==> src/rtl/module_rx_pkg.sv <==
// Shared types and the correction function for the Hamming(7,4) receive corrector.
package module_rx_pkg;

  typedef logic [6:0] codeword_t;
  typedef logic [2:0] syndrome_t;
  typedef logic [3:0] nibble_t;

  typedef struct packed {
    nibble_t   d;
    codeword_t cw;
    logic      err;
    syndrome_t err_pos;
  } corr_entry_t;

  typedef enum logic [1:0] {
    EMPTY = 2'd0,
    ONE   = 2'd1,
    TWO   = 2'd2
  } state_t;

  // Index i selects the codeword bit that lands on d[i]; d = {cw[6], cw[5], cw[4], cw[2]}.
  localparam logic [2:0] DATA_POS [4] = '{3'd2, 3'd4, 3'd5, 3'd6};

  localparam codeword_t CW_ONE = 7'd1;

  function automatic corr_entry_t correct(input codeword_t e, input syndrome_t s);
    corr_entry_t r;
    codeword_t   c;
    c = e;
    if (s != 3'd0) c = e ^ (CW_ONE << (s - 3'd1));
    r.cw      = c;
    for (int i = 0; i < 4; i++) r.d[i] = c[DATA_POS[i]];
    r.err     = (s != 3'd0);
    r.err_pos = s;
    return r;
  endfunction

endpackage

==> src/rtl/module_rx_fifo2.sv <==
// Two-entry valid/ready output buffer of corrected entries; head and ready/valid are registered.
module module_rx_fifo2
  import module_rx_pkg::*;
(
  input  logic        clk,
  input  logic        rst,
  input  logic        in_valid,
  output logic        in_ready,
  input  corr_entry_t din,
  output logic        out_valid,
  input  logic        out_ready,
  output corr_entry_t head
);

  state_t      state;
  corr_entry_t tail;
  logic        push;
  logic        pop;

  assign push = in_valid && in_ready;
  assign pop  = out_valid && out_ready;

  // NOTE: sequential state uses non-blocking assignments so every flop samples pre-edge values.
  always_ff @(posedge clk) begin
    if (rst) begin
      state     <= EMPTY;
      out_valid <= 1'b0;
      in_ready  <= 1'b1;
      head      <= '0;
    end else begin
      case (state)
        EMPTY: begin
          if (push) begin
            head      <= din;
            state     <= ONE;
            out_valid <= 1'b1;
          end
        end
        ONE: begin
          if (push && pop) begin
            head <= din;
          end else if (push) begin
            state    <= TWO;
            in_ready <= 1'b0;
          end else if (pop) begin
            state     <= EMPTY;
            out_valid <= 1'b0;
          end
        end
        TWO: begin
          if (pop) begin
            head     <= tail;
            state    <= ONE;
            in_ready <= 1'b1;
          end
        end
        default: begin
          state     <= EMPTY;
          out_valid <= 1'b0;
          in_ready  <= 1'b1;
        end
      endcase
    end
  end

  // NOTE: the second slot carries no reset; it is only read after being written in ONE.
  always_ff @(posedge clk) begin
    if (state == ONE && push && !pop) tail <= din;
  end

endmodule

==> src/rtl/module_rx_corrector.sv <==
// Hamming(7,4) receive corrector: flips the syndrome-indicated bit and buffers results.
// Optional RX_CORR_STATS_EN enables the saturating corrected-error counter on err_cnt.
module module_rx_corrector
  import module_rx_pkg::*;
#(
  parameter int CNT_W = 8
) (
  input  logic             clk,
  input  logic             rst,
  input  logic             in_valid,
  output logic             in_ready,
  input  logic [6:0]       e,
  input  logic [2:0]       s,
  output logic             out_valid,
  input  logic             out_ready,
  output logic [3:0]       d,
  output logic [6:0]       cw,
  output logic             err,
  output logic [2:0]       err_pos,
  output logic [CNT_W-1:0] err_cnt
);

  corr_entry_t fixed;
  corr_entry_t head;

  assign fixed = correct(e, s);

  module_rx_fifo2 u_fifo (
    .clk       (clk),
    .rst       (rst),
    .in_valid  (in_valid),
    .in_ready  (in_ready),
    .din       (fixed),
    .out_valid (out_valid),
    .out_ready (out_ready),
    .head      (head)
  );

  assign d       = head.d;
  assign cw      = head.cw;
  assign err     = head.err;
  assign err_pos = head.err_pos;

`ifdef RX_CORR_STATS_EN
  logic push;
  assign push = in_valid && in_ready;

  always_ff @(posedge clk) begin
    if (rst) begin
      err_cnt <= '0;
    end else if (push && s != 3'd0 && err_cnt != {CNT_W{1'b1}}) begin
      err_cnt <= err_cnt + 1'b1;
    end
  end
`else
  assign err_cnt = '0;
`endif

endmodule

==> config.mk <==
export PLATFORM = sky130hd
export DESIGN_NAME = module_rx_corrector
export DESIGN_NICKNAME = d
export VERILOG_FILES = /design/src/rtl/module_rx_pkg.sv /design/src/rtl/module_rx_fifo2.sv /design/src/rtl/module_rx_corrector.sv
export SDC_FILE = /design/constraint.sdc
export NUM_CORES = 1
export LEC_CHECK = 0
export ABC_AREA = 1
export BUFFER_PORTS_ARGS = -buffer_cell sky130_fd_sc_hd__buf_2
export CAP_MARGIN = 20
export CORE_AREA = 2 2 59 61
export DETAILED_ROUTE_END_ITERATION = 7
export DIE_AREA = 0 0 61 63
export PLACE_DENSITY = 0.79
export SLEW_MARGIN = 10
export SYNTH_ARGS = -nofsm -noshare
export SYNTH_HDL_FRONTEND = slang
export SYNTH_SLANG_ARGS = --single-unit
==> constraint.sdc <==
create_clock -name clk -period 1.6 [get_ports clk]
set_input_delay 0.24 -clock clk [delete_from_list [all_inputs] [get_ports clk]]
set_output_delay 0.24 -clock clk [all_outputs]
set_load 0.05 [all_outputs]
==> flow_metrics.tcl, run 1 <==
set metrics [dict create \
    status "finished, final reports clean" \
    cts_buffers 3 \
    period_needed_ns 1.36 \
    utilization_pct 50.4 \
    drive_above_1_share_pct 21.5 \
    grt_pass1_vias 1035 \
    slowest_delay_ns 0.56 \
    yosysUniqueCellTypes 28 \
    rr_startpoint "u_fifo.state[1]" \
    die_width_um 61 \
    num_rows 21 \
    grt_max_degree 16 \
    p_per_area_nw_per_um2 1190 \
    first_iter_violations 74 \
    postRouteAntennaNets 0 \
    synthToLayoutAreaGrowth_pct 12.0 \
    coreArea_um2 3230 \
    synth_warnings 0 \
    place_congestion 0.757 \
    syn_area_per_cell_um2 7.70 \
    setup-tns-final_ns 0 \
    hold_class "in2reg" \
    worst-path-stages 7 \
    nets 229 \
    clk_pin_slew_ns 0.14 \
    path_class "reg2reg" \
    hold_viol_final 0 \
    cp_slowest_cell "dfxtp_1" \
    via_count 1213 \
    start_kind "register" \
    gr-total-overflow 0 \
    grt_usage_pct 15.7 \
    dr.pass1.iters 7 \
    path_cells "nand2_4 -> nand2_8 -> nand2_8 -> nor2_1 -> nand2_1 -> nand2_1 -> inv_1" \
    drv_slew 0 \
    antenna_found_initial 0 \
    p_int_mw 1.18 \
    clkLatencyLatePin_ns 0.33 \
    power.switching_mw 0.755 \
    htreeDepth 1 \
    cts_tree "built" \
    finalCritPeriodShare_pct 85.0 \
    crit_required_ns 1.84 \
    p_leak_nw 0.782 \
    place_area_um2 1580 \
    design_area_um2 1630 \
    path_max_fanout 14 \
    cts_hold_buffers 0 \
    syn_area_um2 1460 \
    syn_inst 189 \
    numClockSinks 26 \
    p_seq_share_pct 41.9 \
    setup_viol 0 \
    postSynthRegisterBits 26 \
    seq_area_frac_synth_pct 43.3 \
    root_buffer "clkbuf_4" \
    crit_path_end_kind "register" \
    cts_setup_buffers 0 \
    remaining_drc_errors 0 \
    num_io_pins 39 \
    wire_per_inst_um 10.8 \
    rr_worst_depth 7 \
    clock_path_buffers 2 \
    max_cap_viol_count 0 \
    rsz0062_at_grt "no" \
    wl_um 2820 \
    total_power_mw 1.94 \
    pwr-share-clk_pct 23.8 \
    critPathLaunch "u_fifo.state[1]" \
    critical_path.top_delay_family "simple AND/OR/NAND/NOR gates" \
    rrSetupSlack_ns 0.24 \
    initial_utilization_pct 45.0 \
    grt_pass1_wl_um 4630 \
    crit_end "u_fifo.head[5]" \
    cts_resized 0 \
    finalClockSkew_ns 0.0151 \
    fmax_mhz 735 \
    die_h_um 63 \
    io_buffers 30 \
    dp_hpwl_um 2060 \
    ir_drop_v 0.000395 \
    critical_path_arrival_ns 1.60 \
    worst-path-buf-inv 1 \
    num_antenna_cells 0 \
    power_frac_comb_pct 34.3 \
    sw_frac_of_total_pct 39.0 \
    r2r_end "u_fifo.head[5]" \
    die_area_um2 3840 \
    vias_per_cell 4.67 \
]
-- cell families (layout without fill, tap and decap cells) --
| family | count (synthesis) | in the layout | synth area share (%) |
|---|---|---|---|
| DFF | 26 | 26 | 43.3 |
| and+or+nand+nor | 95 | 95 | 31.4 |
| other | 1 | 8 | 0.258 |
| buffers and inverters | 43 | 61 | 16.0 |
| AOI/OAI and AO/OA | 24 | 24 | 9.03 |
-- power groups by stage --
stage	Combinational (mW)	Clock, mW	Sequential, mW
after floorplan	0.411	0	0.996
final	0.665	0.460	0.811
after CTS	0.668	0.460	0.812
after global routing	0.730	0.493	0.821
after global placement	0.661	0	0.825
after detailed placement	0.667	0	0.827
-- per-layer routing --
layer | track usage [%] | share of wire (%)
met3 | 1.86 | 8.2
met1 | 23.2 | 45
met5 | 0 | 0
met2 | 23.7 | 45
met4 | 4.89 | 1.6
-- layout make-up --
cell class              count  area (µm²)
flip-flops and latches     26         632
multi-input cells         127         629
clock inverters             1        30.0
well taps                  46        57.6
clock buffers               3        22.5
fillers                   333        1600
repair buffers             32         165
inverters                  25        93.8
-- registers in the layout, summed over array words and instances (netlist names) --
register / flops
u_fifo.in_ready: 1
u_fifo.out_valid: 1
u_fifo.head: 11
u_fifo.state: 2
u_fifo.tail: 11
-- stage by stage --
step | cells | setup WS (ns) | hold slack, ns
6_report | 260 | 0.239 | 0.125
5_1_grt | 260 | 0.106 | 0.117
4_1_cts | 260 | 0.231 | 0.115
3_5_place_dp | 256 | 0.246 | 0.465
3_3_place_gp | 256 | 0.290 | 0.475
2_1_floorplan | 196 | 0.0622 | 0.309
-- layout by cell type, fill, tap and decap left out --
master and count:
nand3b_1 1, nand2_4 1, nand3_1 17, dfxtp_1 14, clkinv_1 1, buf_2 30, conb_1 8, buf_4 2
a211oi_1 1, and2_1 2, o21ai_1 3, inv_2 2, nor2_4 1, nand4_1 3, nor2_1 21, o21ai_2 1
clkbuf_4 3, nand2_8 2, nor3_4 1, o21bai_1 1, bufinv_16 1, inv_1 22, o21ai_0 6, nand3_4 1
nand2_1 45, dfxtp_2 1, edfxtp_1 11, o211ai_1 1, a21oi_1 11
-- worst min-delay path by stage --
| stage | start | endpoint | slack (ns) | cells after the start |
|---|---|---|---|---|
| floorplan | rst | u_fifo.state[0] | 0.31 | 1 |
| global placement | u_fifo.head[3] | u_fifo.head[3] | 0.48 | 2 |
| detailed placement | rst | u_fifo.state[0] | 0.47 | 2 |
| CTS | rst | u_fifo.state[0] | 0.11 | 2 |
| global route | rst | u_fifo.state[0] | 0.12 | 2 |
| finish | rst | u_fifo.state[0] | 0.13 | 2 |
-- cells in the mapped netlist (all sizes together) --
library cell  instances  area share (%)
inv                  24             6.2
a211oi                1            0.52
dfxtp                15              21
nor2                 22             6.2
clkinv                1            0.26
nand4                 3             1.3
and2                  2            0.86
nor3                  1            0.34
o21ai                10             3.7
o21bai                1            0.52
buf                  18             9.5
nand3                18             7.1
conb                  1            0.26
o211ai                1            0.52
a21oi                11             3.8
nand3b                1            0.52
nand2                48              15
edfxtp               11              23
Note: power is estimated with default switching activity, not from simulation.
==> inputs of run 2 (changes only) <==
Settings changed: CORE_AREA 2 2 59 61 to 4 4 56 68, DIE_AREA 0 0 61 63 to 0 0 60 72.
==> flow_metrics.tcl, run 2 (same netlist as run 1, synthesis figures left out) <==
set metrics [dict create \
    critical_path_arrival_ns 1.52 \
    numClockSinks 26 \
    crit_path_end_kind "register" \
    num_rows 23 \
    die_width_um 60 \
    utilization_pct 50.8 \
    htreeDepth 1 \
    die_h_um 72 \
    dp_hpwl_um 2220 \
    place_congestion 0.802 \
    final_cell_mix "nand2_1 (45), buf_2 (30), inv_1 (22)" \
    drt-met1-wl_um 1270 \
    remaining_drc_errors 0 \
    postRouteAntennaNets 0 \
    design_area_um2 1640 \
    cts_tree "built" \
    cts_setup_buffers 0 \
    grt_usage_pct 13.9 \
    fillers 329 \
    wl_um 2870 \
    clkLatencyLatePin_ns 0.27 \
    clock_path_buffers 2 \
    dp_cells 247 \
    routed.top_layer "met4" \
    via_count 1217 \
    grt_pass1_wl_um 4770 \
    gr-total-overflow 0 \
    final_common_cell "nand2_1" \
    multi_input_area_um2 629 \
    root_buffer "clkbuf_8" \
    hold_start "rst" \
    setup-tns-final_ns 0 \
    clk_pin_slew_ns 0.09 \
    initial_utilization_pct 45.1 \
    drv_slew 0 \
    drive_above_1_share_pct 21.5 \
    start_kind "register" \
    r2r_end "u_fifo.head[0]" \
    grt_max_degree 16 \
    rr_startpoint "u_fifo.state[1]" \
    finalClockSkew_ns 0.00300 \
    wire_per_inst_um 11.4 \
    antenna_found_initial 0 \
    rrSetupSlack_ns 0.25 \
    io_buffers 30 \
    hold_class "in2reg" \
    rsz0062_at_grt "no" \
    rr_worst_depth 5 \
    num_io_pins 39 \
    num_antenna_cells 0 \
    grt_pass1_vias 1142 \
    nets 229 \
    ir_drop_v 0.000720 \
    cts_resized 0 \
    first_iter_violations 67 \
    status "finished, final reports clean" \
    top_regs "u_fifo.head: 11 flops, u_fifo.tail: 11 flops, u_fifo.state: 2 flops" \
    path_class "reg2reg" \
    whs_path_depth 2 \
    finalCritPeriodShare_pct 84.1 \
    dr.pass1.iters 4 \
    crit_required_ns 1.77 \
    min_to "u_fifo.state[0]" \
    cts_buffers 3 \
    hold_viol_final 0 \
    max_cap_viol_count 0 \
    synthToLayoutAreaGrowth_pct 12.6 \
    p_leak_nw 0.790 \
    setup_viol 0 \
    met2_length_um 1400 \
    layout.cells.non_filler 251 \
    coreArea_um2 3220 \
    wl_met3_um 165 \
    p_per_area_nw_per_um2 1240 \
    path_max_fanout 14 \
    place_area_um2 1570 \
    fmax_mhz 743 \
    vias_per_cell 4.85 \
    seqCellArea_um2 632 \
    period_needed_ns 1.35 \
    die_area_um2 4320 \
    cts_hold_buffers 0 \
]
-- run 2: cell types whose count changed in the layout (fill, tap and decap cells not counted) --
cell | before | now
clkbuf_4 | 3 | 0
clkbuf_8 | 0 | 3
-- run 2: final cells by class --
type | count | area share, %
Tap cell | 37 | 2.83
Clock inverter | 1 | 1.83
Sequential cell | 26 | 38.6
Clock buffer | 3 | 2.52
Multi-Input combinational cell | 127 | 38.4
Inverter | 25 | 5.73
Timing Repair Buffer | 32 | 10.1
-- run 2: report_power, final --
group          internal, mW  switching, mW  leakage (nW)
registers             0.765         0.0456         0.223
clock network         0.335          0.211        0.0357
logic                 0.164          0.504         0.531
-- run 2: per-layer routing --
| metal | vias up | GRT usage (%) |
|---|---|---|
| li1 | 632 | - |
| met5 | - | 0 |
| met4 | 0 | 3.69 |
| met1 | 544 | 17.4 |
| met2 | 37 | 24.6 |
| met3 | 4 | 1.78 |
-- run 2: worst max path at each step --
| stage | start | end | slack [ns] | cells after the start |
|---|---|---|---|---|
| 3_5_place_dp | u_fifo.state[0] | u_fifo.tail[10] | 0.28 | 3 |
| 5_1_grt | u_fifo.state[1] | u_fifo.head[3] | 0.13 | 6 |
| 2_1_floorplan | u_fifo.out_valid | u_fifo.head[7] | 0.06 | 6 |
| 3_3_place_gp | u_fifo.state[0] | u_fifo.tail[10] | 0.30 | 3 |
| 6_report | u_fifo.state[1] | u_fifo.head[0] | 0.25 | 5 |
| 4_1_cts | u_fifo.state[1] | u_fifo.head[0] | 0.26 | 5 |
-- run 2: stage by stage --
step / setup slack [ns] / total power, mW / hold WS [ns]
2_1_floorplan: 0.0622 / 1.41 / 0.309
3_3_place_gp: 0.296 / 1.48 / 0.459
3_5_place_dp: 0.281 / 1.50 / 0.471
4_1_cts: 0.260 / 2.03 / 0.193
5_1_grt: 0.134 / 2.12 / 0.197
6_report: 0.254 / 2.02 / 0.190
-- run 2: worst max-delay path, stage by stage (launching register included) --
cell and delay [ns]:
dfxtp_1 0.53, inv_2 0.15, nor2_4 0.26, o21ai_0 0.13, o21ai_1 0.12, nor2_1 0.05
==> inputs of run 3 (changes only) <==
Settings changed: CORE_AREA 4 4 56 68 to 4 4 55 67, DIE_AREA 0 0 60 72 to 0 0 59 71, PLACE_DENSITY 0.79 to 0.78.
Clock period 1.6 ns to 1.3 ns, I/O delays scaled along.
==> flow_metrics.tcl, run 3 (same netlist as run 1, synthesis figures left out) <==
set metrics [dict create \
    top_regs "u_fifo.head: 11 flops, u_fifo.tail: 11 flops, u_fifo.state: 2 flops" \
    cts_hold_buffers 0 \
    fmax_mhz 842 \
    num_io_pins 39 \
    power.switching_mw 0.909 \
    fin_ws_ns 0.113 \
    finalClockSkew_ns 0.00644 \
    final_cell_mix "nand2_1 (44), buf_2 (30), inv_1 (22)" \
    clk_pin_slew_ns 0.13 \
    pwr-share-clk_pct 15.5 \
    status "finished, final reports clean" \
    numClockSinks 26 \
    start_kind "register" \
    slowest_delay_ns 0.41 \
    gr-total-overflow 0 \
    final_common_cell "nand2_1" \
    postRouteAntennaNets 0 \
    sw_frac_of_total_pct 41.3 \
    first_iter_violations 47 \
    path_max_fanout 5 \
    ir_drop_v 0.000565 \
    cts_buffers 3 \
    p_leak_nw 0.811 \
    vias_per_cell 4.75 \
    drive_above_1_share_pct 24.8 \
    period_needed_ns 1.19 \
    nets 233 \
    die_h_um 71 \
    setup_viol 0 \
    finalCritPeriodShare_pct 91.3 \
    grt_usage_pct 13.7 \
    hold_viol_final 0 \
    power_frac_comb_pct 39.2 \
    p_seq_share_pct 45.3 \
    initial_utilization_pct 48.1 \
    grt_max_degree 15 \
    io_buffers 30 \
    num_rows 22 \
    clock_path_buffers 2 \
    drv_slew 0 \
    antenna_found_initial 0 \
    hold_class "in2reg" \
    worst-path-buf-inv 1 \
    crit_required_ns 1.11 \
    grt_pass1_wl_um 4500 \
    grt_pass1_vias 1089 \
    cts_tree "built" \
    utilization_pct 55.3 \
    die_width_um 59 \
    dr.pass1.iters 5 \
    via_count 1206 \
    cp_slowest_cell "dfxtp_4" \
    p_int_mw 1.29 \
    rsz0062_at_grt "no" \
    coreArea_um2 3030 \
    synthToLayoutAreaGrowth_pct 15.1 \
    fillers 312 \
    wire_per_inst_um 10.5 \
    crit_path_end_kind "primary output" \
    path_class "reg2out" \
    critical_path.top_delay_family "flip-flops" \
    place_congestion 0.783 \
    dp_hpwl_um 2090 \
    die_area_um2 4190 \
    root_buffer "clkbuf_4" \
    max_cap_viol_count 0 \
    htreeDepth 1 \
    preCtsSetupSlack_ns 0.0447 \
    num_antenna_cells 0 \
    p_per_area_nw_per_um2 1310 \
    remaining_drc_errors 0 \
    path_cells "buf_2" \
    clkLatencyLatePin_ns 0.32 \
    critical_path_arrival_ns 0.99 \
    wl_um 2670 \
]
-- run 3: final timing paths --
kind	cells after the start	slack, ns	from	end
worst max-delay path	1	0.11	u_fifo.in_ready	in_ready
worst min-delay path	2	0.06	rst	u_fifo.state[0]
worst max register to register	4	0.13	u_fifo.out_valid	u_fifo.tail[1]
worst min register to register	2	0.49	u_fifo.head[3]	u_fifo.head[3]
-- run 3: layout make-up --
type	count	area, µm²	area share, %
timing repair buffer	36	220	13.1
clock inverter	1	3.75	0.224
multi-input combinational	127	649	38.8
inverter	25	93.8	5.60
sequential	26	641	38.2
clock buffer	3	22.5	1.34
tap	36	45.0	2.69
-- run 3: what timing repair did --
action | 4_1_cts | 5_1_grt
gates resized for setup | 0 | 2
setup endpoints to repair | 0 | 11
setup buffers | 0 | 0
-- run 3: power groups by stage --
stage | logic [mW] | registers, mW | clock network (mW)
4_1_cts | 0.871 | 0.997 | 0.352
2_1_floorplan | 0.511 | 1.23 | 0
6_report | 0.863 | 0.997 | 0.342
3_3_place_gp | 0.859 | 1.01 | 0
5_1_grt | 0.931 | 1.01 | 0.382
3_5_place_dp | 0.869 | 1.01 | 0
-- run 3: through the flow --
step                      instances  hold slack, ns  power [mW]  setup TNS, ns  instance area (µm²)
after global routing            254          0.0587        2.32              0                 1680
after global placement          250           0.402        1.87              0                 1650
after CTS                       254          0.0473        2.22              0                 1670
final                           254          0.0554        2.20              0                 1680
after detailed placement        250           0.406        1.88              0                 1650
after floorplan                 196           0.264        1.74        -0.0309                 1520
-- run 3: layer usage --
layer	global-route usage (%)	wire (µm)
met2	23.5	1310
met4	7.56	66
met1	16.0	1130
met3	1.82	162
met5	0	0
